File: config.mk
export PLATFORM = sky130hd
export DESIGN_NAME = freq_meter
export DESIGN_NICKNAME = d
export VERILOG_FILES = /design/src/rtl/freq_meter_pkg.sv /design/src/rtl/sync_edge_det.sv /design/src/rtl/freq_meter.sv
export SDC_FILE = /design/constraint.sdc
export NUM_CORES = 1
export LEC_CHECK = 0
export ABC_CLOCK_PERIOD_IN_PS = 2350
export CORE_MARGIN = 2
export CORE_UTILIZATION = 45
export CTS_BUF_LIST = sky130_fd_sc_hd__clkbuf_8
export CTS_CLUSTER_DIAMETER = 120
export DETAILED_ROUTE_END_ITERATION = 8
export HOLD_SLACK_MARGIN = 0.15
export PLACE_DENSITY_LB_ADDON = 0.12
export SYNTH_ARGS = -nofsm -noshare
export SYNTH_HDL_FRONTEND = slang
export SYNTH_SLANG_ARGS = --single-unit
export TNS_END_PERCENT = 20
File: constraint.sdc
create_clock -name clk -period 2.35 [get_ports clk]
set_clock_uncertainty 0.15 [all_clocks]
set_input_delay 0.3525 -clock clk [delete_from_list [all_inputs] [get_ports clk]]
set_output_delay 0.3525 -clock clk [all_outputs]
set_load 0.01 [all_outputs]
File: src/rtl/freq_meter_pkg.sv
// Shared types and default sizing for the frequency meter.
// Holds the FSM state enum and default counter/lock widths.
package freq_meter_pkg;

  localparam int CNT_W_DEF    = 8;
  localparam int LOCK_CNT_DEF = 4;

  typedef enum logic {
    IDLE    = 1'b0,
    MEASURE = 1'b1
  } fm_state_e;

endpackage

File: src/rtl/sync_edge_det.sv
// Two-flop synchronizer plus one delay flop for rising-edge detect.
// Ports: clk, rst (sync, active-high), sig_in -> level (s2), rise.
module sync_edge_det (
  input  logic clk,
  input  logic rst,
  input  logic sig_in,
  output logic level,
  output logic rise
);

  logic s1;
  logic s2;
  logic s3;

  always_ff @(posedge clk) begin
    if (rst) begin
      s1 <= 1'b0;
      s2 <= 1'b0;
      s3 <= 1'b0;
    end else begin
      s1 <= sig_in;
      s2 <= s1;
      s3 <= s2;
    end
  end

  assign level = s2;
  assign rise  = s2 & ~s3;

endmodule

File: src/rtl/freq_meter.sv
// Measures period and high time of a slow waveform in clk cycles.
// Ports: clk, rst, sig_in -> period, high_time, meas_valid, locked, timeout.
module freq_meter
  import freq_meter_pkg::*;
#(
  parameter int CNT_W    = CNT_W_DEF,
  parameter int LOCK_CNT = LOCK_CNT_DEF
) (
  input  logic             clk,
  input  logic             rst,
  input  logic             sig_in,
  output logic [CNT_W-1:0] period,
  output logic [CNT_W-1:0] high_time,
  output logic             meas_valid,
  output logic             locked,
  output logic             timeout
);

  localparam int MW = $clog2(LOCK_CNT + 1);

  localparam logic [CNT_W-1:0] CNT_MAX = '1;
  localparam logic [CNT_W-1:0] CNT_ONE = CNT_W'(1);
  localparam logic [MW-1:0]    LOCK_V  = MW'(LOCK_CNT);

  logic level;
  logic rise;

  fm_state_e        state_q, state_d;
  logic [CNT_W-1:0] per_q, per_d;
  logic [CNT_W-1:0] hi_q, hi_d;
  logic [CNT_W-1:0] period_q, period_d;
  logic [CNT_W-1:0] high_q, high_d;
  logic [MW-1:0]    match_q, match_d;
  logic             prev_q, prev_d;
  logic             mv_q, mv_d;
  logic             to_q, to_d;

  sync_edge_det u_sync (
    .clk    (clk),
    .rst    (rst),
    .sig_in (sig_in),
    .level  (level),
    .rise   (rise)
  );

  always_ff @(posedge clk) begin
    if (rst) begin
      state_q  <= IDLE;
      per_q    <= '0;
      hi_q     <= '0;
      period_q <= '0;
      high_q   <= '0;
      match_q  <= '0;
      prev_q   <= 1'b0;
      mv_q     <= 1'b0;
      to_q     <= 1'b0;
    end else begin
      state_q  <= state_d;
      per_q    <= per_d;
      hi_q     <= hi_d;
      period_q <= period_d;
      high_q   <= high_d;
      match_q  <= match_d;
      prev_q   <= prev_d;
      mv_q     <= mv_d;
      to_q     <= to_d;
    end
  end

  always_comb begin
    state_d  = state_q;
    per_d    = per_q;
    hi_d     = hi_q;
    period_d = period_q;
    high_d   = high_q;
    match_d  = match_q;
    prev_d   = prev_q;
    mv_d     = 1'b0;
    to_d     = 1'b0;
    unique case (state_q)
      IDLE: begin
        if (rise) begin
          state_d = MEASURE;
          per_d   = CNT_ONE;
          hi_d    = CNT_ONE;
          prev_d  = 1'b0;
        end
      end
      MEASURE: begin
        // An edge on the terminal count wins over the timeout.
        if (rise) begin
          period_d = per_q;
          high_d   = hi_q;
          mv_d     = 1'b1;
          per_d    = CNT_ONE;
          hi_d     = CNT_ONE;
          prev_d   = 1'b1;
          // period_q still holds the previous measurement here.
          if (!prev_q || per_q != period_q)
            match_d = '0;
          else if (match_q != LOCK_V)
            match_d = match_q + 1'b1;
        end else if (per_q == CNT_MAX) begin
          state_d = IDLE;
          to_d    = 1'b1;
          match_d = '0;
          prev_d  = 1'b0;
        end else begin
          per_d = per_q + 1'b1;
          hi_d  = hi_q + CNT_W'(level);
        end
      end
      default: state_d = IDLE;
    endcase
  end

  assign period     = period_q;
  assign high_time  = high_q;
  assign meas_valid = mv_q;
  assign locked     = (match_q == LOCK_V);
  assign timeout    = to_q;

endmodule

==> qor.csv <==
stage;metric;value;unit
place;placer congestion estimate;0.7847;
cts;Setup Buffers After CTS;0;
power_and_ir_drop;P_leak;0.7701;nW
sta;clock period minus worst slack;2063;ps
die;Die Area;0.004774;mm2
cts;worst-skew pair later-pin latency;290;ps
critical_path;Worst path max stage delay;470;ps
logic_synthesis;number of synthesized register bits;42;
cts;CTS tree;done;
sta;Final Setup Violations;0;
critical_path;startpoint types;register;
critical_path;crit-path max FO;4;
cts;clock tree buffer depth;2;
logic_synthesis;Synth Cell Area;0.001907;mm2
critical_path;critical path's slowest cell;clkdlybuf4s50_1;
finish;Final Non-Filler Cells;288;
die;Initial Utilization;47.33;%
route;wire length per cell;12.89;um
grt;met1 usage;22.96;%
sta;Slew Limit Fails;0;
route;final WL;3713;um
place;post-DP HPWL;2525;um
critical_path;cell mode on critical path;inv_1;
grt;GR Util All Layers;16.00;%
finish;area grow syn2layout;16.60;%
cts;Clock Pin Slew Worst Setup and Hold Paths;80;ps
grt;vias in the first global route;1269;
grt;gr ovfl total;0;
logic_synthesis;syn_nets;224;
route;post-DR vias/cell;5.101;
critical_path;critical path required time;1850;ps
logic_synthesis;YS warnings;0;
finish;number of antenna diodes;0;
sta;worst rel slew slack;72.83;%
die;Die Width;69.10;um
sta;Fmax achieved;484.6;MHz
sta;Tcrit/Tclk final;87.81;%
grt;largest net degree at the start of global routing;23;
cts;CTS sink cnt;42;
place;# placed instances;280;
place;input/output buffers;21;
grt;met3 Track Usage GR;4.532;%
critical_path;CP Capture Type;output pin;
route;vias;1469;
sta;Slew @ Worst Pin;407.6;ps
route;drt drc;0;
die;Core ar.;0.004029;mm2
power_and_ir_drop;worst vdd ir;0.0002732;V
cts;post-cts resize count;0;
critical_path;cells along the critical path;inv_1 -> ha_1 -> nand2_1 -> inv_1 -> clkdlybuf4s50_1;
finish;FILL cells;382;
die;row count;23;
route;initial DRC count;93;
cts;# hold bufs at CTS;0;
route;drt pass-1 iters;4;
grt;antenna violations before repair;0;
grt;first-pass GRT wire length;6168;um
min_path;worst hold path class;register to register;
critical_path;Setup CP Type;register to output pin;
critical_path;CP delay by family, top;buffers and inverters;
sta;Final Hold Vio Count;0;
job;Max-Cap Viols;0;
logic_synthesis;Syn Area/Cell;8.828;um2
logic_synthesis;Distinct cells, synth;39;
finish;layout cells sized above 1;9.244;%
sta;Setup TNS Final;0;ps
grt;met2 usage;22.97;%
finish;Final #Nets;245;
power_and_ir_drop;power per cell area;595.0;mW/mm2
sta;RSZ-0062 raised after global routing;no;
outcome;status;finished clean;
finish;most common cell after layout, fill and taps aside;nand2_1;
grt;busiest grt layer;met2;
finish;most frequent cells in the layout;nand2_1 (50), dfxtp_1 (42), a21oi_1 (22);
cts;root buf cell;clkbuf_8;
logic_synthesis;cells after synthesis;216;
die;I/O pin total;22;
logic_synthesis;share of the yosys chip area belonging to registers;44.09;%
critical_path;CP arrival;1560;ps
die;die height;69.10;um
route;Routed Antenna Nets;0;
cts;CTS buffer count;5;
cts;H-tree level count;2;
critical_path;crit path buf inv count;3;
## synthesized netlist by cell type
| master | number | area (um2) |
|---|---|---|
| nand2_1 | 50 | 187.7 |
| dfxtp_1 | 42 | 840.8 |
| a21oi_1 | 22 | 110.1 |
| nor2_1 | 19 | 71.32 |
| xnor2_1 | 8 | 70.07 |
| xor2_1 | 8 | 70.07 |
| ha_1 | 5 | 62.56 |
| inv_1 | 5 | 18.77 |
| nand4_1 | 5 | 31.28 |
| nor2b_1 | 5 | 31.28 |
| buf_6 | 4 | 45.04 |
| nand3_1 | 4 | 20.02 |
| clkbuf_1 | 3 | 11.26 |
| nor4_1 | 3 | 18.77 |
| and3_1 | 2 | 12.51 |
| clkbuf_8 | 2 | 27.53 |
| nand2b_1 | 2 | 12.51 |
| nand4_2 | 2 | 25.02 |
| o21ai_0 | 2 | 10.01 |
| o22ai_1 | 2 | 12.51 |
| xnor2_2 | 2 | 32.53 |
| xnor2_4 | 2 | 55.05 |
| a211oi_1 | 1 | 7.510 |
| a21bo_1 | 1 | 10.01 |
| a31oi_1 | 1 | 6.260 |
| and2_1 | 1 | 6.260 |
| and2b_1 | 1 | 7.510 |
| and3b_1 | 1 | 8.760 |
| and4_1 | 1 | 8.760 |
| buf_1 | 1 | 3.750 |
| buf_2 | 1 | 5.000 |
| buf_4 | 1 | 7.510 |
| nand2_2 | 1 | 6.260 |
| nand3_2 | 1 | 10.01 |
| nor3_1 | 1 | 5.000 |
| nor4b_2 | 1 | 15.01 |
| o21a_1 | 1 | 7.510 |
| o21ai_2 | 1 | 8.760 |
| or2_2 | 1 | 6.260 |
## cells by family after synthesis
| family | Yosys count | share of synthesized area, % |
|---|---|---|
| xor+xnor | 20 | 11.94 |
| buf+inv | 17 | 6.233 |
| flops | 42 | 44.09 |
| simple gates | 101 | 25.39 |
| compound gates | 31 | 9.056 |
| fa+ha+maj | 5 | 3.281 |
## registers in the layout, indices dropped and copies added, names as in the netlist
register / cells
hi_q: 8
high_time: 8
match_q: 3
meas_valid: 1
per_q: 8
period: 8
prev_q: 1
state_q: 1
timeout: 1
u_sync.level: 1
u_sync.s1: 1
u_sync.s3: 1
## report_power, final
group          switching [W]   total, W  internal, W
combinational      0.0000328  0.0000527    0.0000200
clock               0.000238   0.000547     0.000309
sequential        0.00000516   0.000723     0.000718
total               0.000276    0.00132      0.00105
## layer usage
layer  routed length [um]  vias up  part of all wire [%]
met5                    0        -                     0
met1                 1903      687                    51
met3                  129        6                   3.5
met2                 1633       20                    44
met4                   47        0                   1.3
li1                     -      756                     -
## final timing paths
path / from / endpoint / slack, ps / depth (start not counted)
worst max-delay path: match_q[0] / locked / 290 / 5
worst min-delay path: high_time[3] / high_time[3] / 310 / 2
worst max register to register: per_q[5] / hi_q[6] / 560 / 5
worst min register to register: high_time[3] / high_time[3] / 310 / 2
## through the flow
step	cell area, um2	power [W]	utilization [%]	hold WS, ps	setup slack [ps]
CTS	2223	0.001342	55.19	308.4	276.0
global route	2223	0.001386	55.19	331.6	207.5
finish	2223	0.001323	55.19	305.3	286.6
detailed placement	2117	0.0007920	52.55	281.2	539.8
global placement	2117	0.0007926	52.55	295.5	574.2
floorplan	1907	0.0007762	-	263.8	680.9
## layout make-up
cell class / instances / area (um2) / share of cell area [%]
clock buffer: 5 / 68.82 / 3.095
sequential: 42 / 840.8 / 37.82
multi-input combinational: 157 / 947.2 / 42.60
clock inverter: 3 / 37.54 / 1.688
inverter: 5 / 18.77 / 0.8441
tap: 50 / 62.56 / 2.814
timing repair buffer: 26 / 247.7 / 11.14
## tightest hold or removal path, cell delays in order, from the launching register on
cell and delay (ps):
dfxtp_1 310, nand2_1 50, a21oi_1 50
(Power assumes the default switching activity.)
==> patch 1: new RTL, same flow settings <==
Take the reset off `hi_q` and load it in a clocked block of its own.
--- a/src/rtl/freq_meter.sv
+++ b/src/rtl/freq_meter.sv
@@ -48,5 +48,4 @@
       state_q  <= IDLE;
       per_q    <= '0;
-      hi_q     <= '0;
       period_q <= '0;
       high_q   <= '0;
@@ -58,5 +57,4 @@
       state_q  <= state_d;
       per_q    <= per_d;
-      hi_q     <= hi_d;
       period_q <= period_d;
       high_q   <= high_d;
@@ -66,4 +64,8 @@
       to_q     <= to_d;
     end
+  end
+
+  always_ff @(posedge clk) begin
+    hi_q <= hi_d;
   end
 
Behaviour: no difference found for any inputs over 10 cycles, from zero or initial values and one cycle with rst high; that may be too few to reach the edited logic, so the function may still have changed.
==> patch 1 against the unedited design <==
  * Wire length up 5.5%
  * Combinational power down 0.8%
  * Core utilization down 0.87 points
  * Worst hold slack worse by 9.9 ps
  * Final area down 3.0%
  * Synthesized area down 3.0%
  * Sequential power up 5.4%
  * Sequential cell count unchanged
  * Worst setup slack worse by 120 ps
  * Global-route usage up 3.6 points
  * Total power down 6.7%
  * Register-to-register slack worse by 60 ps
==> patch 1: results (changes against the unedited design) <==
<table>
<tr><th>Metric</th><th>Value</th></tr>
<tr><th colspan="2">Final layout</th></tr>
<tr><td>Register area</td><td>921 um2 (was 841 um2)</td></tr>
<tr><td>Fill cells</td><td>388 (was 382)</td></tr>
<tr><th colspan="2">Global routing</th></tr>
<tr><td>Global-route wire length before repair</td><td>6640 um (was 6170 um)</td></tr>
<tr><td>Largest net degree at the start of global routing</td><td>19 (was 23)</td></tr>
<tr><th colspan="2">Yosys</th></tr>
<tr><td>Top cells by area, synth</td><td>dfxtp_1 37%, edfxtp_1 13%, nand2_1 8.5% (was dfxtp_1 44%, nand2_1 9.8%, a21oi_1 5.8%)</td></tr>
<tr><td>Post-Synthesis Net Count</td><td>211 (was 224)</td></tr>
<tr><td>Gate count after technology mapping</td><td>203 (was 216)</td></tr>
<tr><td>Count of flip-flops with a built-in enable after synthesis</td><td>8 (was 0)</td></tr>
<tr><td>Leading post-synthesis cells by instance count</td><td>42 x nand2_1, 34 x dfxtp_1, 23 x a21oi_1, 14 x nor2_1, 13 x xnor2_1 (was 50 x nand2_1, 42 x dfxtp_1, 22 x a21oi_1, 19 x nor2_1)</td></tr>
<tr><td>Sequential-to-total area share from yosys stat</td><td>0.498 (was 0.441)</td></tr>
<tr><th colspan="2">Timing</th></tr>
<tr><td>Max Clk Rate</td><td>459 MHz (was 485 MHz)</td></tr>
<tr><td>Worst hold slack</td><td>295 ps (was 305 ps)</td></tr>
<tr><th colspan="2">Outcome</th></tr>
<tr><td>Status</td><td>complete, no violations (unchanged)</td></tr>
<tr><th colspan="2">Placed design</th></tr>
<tr><td>Setup slack at placement</td><td>480 ps (was 540 ps)</td></tr>
<tr><td>Instance area after placement</td><td>2080 um2 (was 2120 um2)</td></tr>
<tr><td>Post-placement cell count</td><td>265 (was 280)</td></tr>
<tr><td>Weighted congestion reported at the end of routability-driven placement</td><td>0.791 (was 0.785)</td></tr>
<tr><th colspan="2">Critical path</th></tr>
<tr><td>R2R cell count</td><td>6 (was 5)</td></tr>
<tr><td>Reg-to-reg critical path endpoint</td><td>match_q[1] (was hi_q[6])</td></tr>
<tr><td>Largest fanout on the critical path</td><td>5 (was 4)</td></tr>
<tr><td>Reg-to-reg startpoint</td><td>per_q[0] (was per_q[5])</td></tr>
<tr><th colspan="2">Detailed routing</th></tr>
<tr><td>Wire length after detailed routing</td><td>3920 um (was 3710 um)</td></tr>
<tr><td>Average wire length per cell after detail routing</td><td>14.4 um (was 12.9 um)</td></tr>
<tr><td>Number of vias after detailed routing</td><td>1,417 (was 1,469)</td></tr>
<tr><th colspan="2">Power</th></tr>
<tr><td>Pint</td><td>0.964 mW (was 1.05 mW)</td></tr>
</table>
-- patch 1: worst min-delay path by stage --
| stage | from | end |
|---|---|---|
| floorplan | u_sync.s1 | u_sync.level |
| global placement | u_sync.s1 | u_sync.level |
| detailed placement | u_sync.s1 | u_sync.level |
| CTS | u_sync.s1 | u_sync.level |
| global route | u_sync.s1 | u_sync.level |
| finish | u_sync.s1 | u_sync.level |
-- patch 1: power by group through the flow --
stage | clock network [mW] | logic, mW | registers [mW]
final | 0.419 | 0.0523 | 0.762
after global routing | 0.466 | 0.0595 | 0.765
after CTS | 0.439 | 0.0531 | 0.762
after detailed placement | 0 | 0.0526 | 0.779
after global placement | 0 | 0.0516 | 0.778
after floorplan | 0 | 0.0382 | 0.774
-- patch 1: cell families after synthesis --
logic type               Yosys count  synth area share
flip-flops                        42             0.498
adder cells (fa/ha/maj)            5            0.0338
XOR/XNOR                          20            0.0947
AO/OA/AOI/OAI                     30            0.0994
AND/OR/NAND/NOR                   91             0.233
buffers and inverters             15            0.0412
-- patch 1: worst max-delay path, stage by stage (launching register included) --
cell	delay, ps
dfxtp_1	400
inv_1	70
ha_1	230
and2_1	200
clkdlybuf4s50_1	480
-- patch 1: cell type report --
type,count,share of cell area
Timing Repair Buffer,24,0.108
Multi-Input combinational cell,146,0.396
Sequential cell,42,0.427
Clock buffer,5,0.0319
Inverter,3,0.00522
Clock inverter,2,0.00348
Tap cell,50,0.0290
-- patch 1: layer usage --
| layer | global-route usage | routed length, um | share of wire | vias up |
|---|---|---|---|---|
| met3 | 0.0543 | 99 | 0.025 | 6 |
| met2 | 0.333 | 1960 | 0.50 | 15 |
| met4 | 0.0750 | 59 | 0.015 | 0 |
| met5 | 0 | 0 | 0 | - |
| met1 | 0.234 | 1790 | 0.46 | 677 |
| li1 | - | - | - | 719 |
==> patch 2: new RTL, same flow settings <==
Without the edit above. The package constant `CNT_W_DEF` goes from 8 to 10.
--- a/src/rtl/freq_meter_pkg.sv
+++ b/src/rtl/freq_meter_pkg.sv
@@ -3,5 +3,5 @@
 package freq_meter_pkg;
 
-  localparam int CNT_W_DEF    = 8;
+  localparam int CNT_W_DEF    = 10;
   localparam int LOCK_CNT_DEF = 4;
 
Interface: changed (resized high_time and period); port bits go from 22 to 26. The function was not compared with the original's and may differ.
==> patch 2 against the unedited design <==
  * Count of clock-buffer cells in the layout rose by 1
  * Non-clock buffer count grew 5
  * Wire length increased by 17%
  * Maximum frequency shrank 2.7%
  * Worst setup slack lost 58 ps
  * Total power up 7.3%
  * Synthesized area up 14%
  * Register-to-register slack lost 140 ps
  * Sequential cell count is 8 higher
  * Final area up 15%
  * Sequential share of layout area is 1.4 points higher
  * Die area up 13%
==> patch 2: results (changes against the unedited design) <==
<table>
<tr><th>Metric</th><th>Value</th></tr>
<tr><th colspan="2">Outcome</th></tr>
<tr><td>Status</td><td>complete, no violations (unchanged)</td></tr>
<tr><th colspan="2">Yosys</th></tr>
<tr><td>Area share of xor/xnor cells in the synthesized design</td><td>0.105 (was 0.119)</td></tr>
<tr><td>Leading post-synthesis cells by instance count</td><td>55 x nand2_1, 50 x dfxtp_1, 26 x a21oi_1, 22 x nor2_1, 17 x xnor2_1 (was 50 x nand2_1, 42 x dfxtp_1, 22 x a21oi_1, 19 x nor2_1)</td></tr>
<tr><td>Fraction of the mapped netlist area in adder cells</td><td>0.0289 (was 0.0328)</td></tr>
<tr><td>Gate count after technology mapping</td><td>253 (was 216)</td></tr>
<tr><td>Unique cell type count in the Yosys netlist</td><td>34 (was 39)</td></tr>
<tr><td>Top cells by area, synth</td><td>dfxtp_1 46%, nand2_1 9.5%, xnor2_1 6.9% (was dfxtp_1 44%, nand2_1 9.8%, a21oi_1 5.8%)</td></tr>
<tr><td>Post-Synthesis Net Count</td><td>261 (was 224)</td></tr>
<tr><td>Share of the synthesized area in compound gates (AO/OA/AOI/OAI)</td><td>0.118 (was 0.0906)</td></tr>
<tr><th colspan="2">Placed design</th></tr>
<tr><td>Half-perimeter wire length after placement</td><td>3040 um (was 2530 um)</td></tr>
<tr><td>Port-buffer cells</td><td>25 (was 21)</td></tr>
<tr><td>Weighted congestion reported at the end of routability-driven placement</td><td>0.835 (was 0.785)</td></tr>
<tr><td>Setup slack at placement</td><td>273 ps (was 540 ps)</td></tr>
<tr><td>Instance area after placement</td><td>2460 um2 (was 2120 um2)</td></tr>
<tr><th colspan="2">Detailed routing</th></tr>
<tr><td>Via/cell ratio</td><td>5.20 (was 5.10)</td></tr>
<tr><th colspan="2">Hold path</th></tr>
<tr><td>Hold Path End</td><td>u_sync.level (was high_time[3])</td></tr>
<tr><td>Beginning of the worst hold path</td><td>u_sync.s1 (was high_time[3])</td></tr>
<tr><td>Cell depth of the worst hold path</td><td>1 (was 2)</td></tr>
<tr><th colspan="2">Power</th></tr>
<tr><td>Switching Share</td><td>0.221 (was 0.209)</td></tr>
<tr><td>Maximum resistive drop on vdd</td><td>0.000422 V (was 0.000273 V)</td></tr>
<tr><th colspan="2">Global routing</th></tr>
<tr><td>Number of global-route vias before repair</td><td>1,641 (was 1,269)</td></tr>
<tr><td>GRT Util Overall</td><td>0.183 (was 0.160)</td></tr>
<tr><th colspan="2">Final layout</th></tr>
<tr><td>Net count reported at finish</td><td>285 (was 245)</td></tr>
<tr><td>Share of cells above drive strength 1</td><td>0.0827 (was 0.0924)</td></tr>
<tr><th colspan="2">Critical path</th></tr>
<tr><td>R2R cell count</td><td>6 (was 5)</td></tr>
<tr><td>Reg-to-reg startpoint</td><td>per_q[0] (was per_q[5])</td></tr>
<tr><td>Arr. time, crit path</td><td>1620 ps (was 1560 ps)</td></tr>
</table>
[patch 2: changes by cell type in the layout (fill, tap and decap cells not counted), sizes merged, moves of 4 or more]
cell	change
xnor2	+5
a21oi	+4
clkdlybuf4s50	+4
dfxtp	+8
nand2	+4
[patch 2: stage by stage]
stage,utilization,instances
finish,0.544,332
floorplan,-,253
detailed placement,0.525,324
global route,0.544,332
CTS,0.544,332
global placement,0.525,324
[patch 2: layer usage]
metal | share of wire | GRT usage | vias to the layer above
met4 | 0.023 | 0.0828 | 0
met3 | 0.027 | 0.0453 | 9
met5 | 0 | 0 | -
met1 | 0.48 | 0.235 | 810
li1 | - | - | 887
met2 | 0.46 | 0.290 | 22
[patch 2: layout make-up]
type | instances | area, um2
clock inverters | 2 | 8.76
multi-input cells | 182 | 1070
clock buffers | 6 | 82.6
well taps | 54 | 67.6
fillers | 447 | 2140
repair buffers | 31 | 295
flip-flops and latches | 50 | 1000
inverters | 7 | 26.3
[patch 2: worst max path at each step]
stage	start	end	slack, ps	depth (start not counted)
3_3_place_gp	rst	match_q[1]	340	6
5_1_grt	match_q[0]	locked	100	5
2_1_floorplan	per_q[0]	hi_q[5]	630	6
3_5_place_dp	rst	match_q[1]	270	6
6_report	match_q[0]	locked	230	5
4_1_cts	match_q[0]	locked	210	5
[patch 2: power groups by stage]
stage	combinational (mW)	sequential (mW)	clock, mW
floorplan	0.0385	0.879	0
global placement	0.0555	0.880	0
detailed placement	0.0551	0.880	0
CTS	0.0554	0.861	0.523
global route	0.0605	0.862	0.559
finish	0.0547	0.860	0.505
[patch 2: critical path, cell delays in order (launching register included)]
cell,delay [ps]
dfxtp_1,400
inv_1,60
ha_1,210
nand2_1,110
inv_1,80
clkdlybuf4s50_1,480
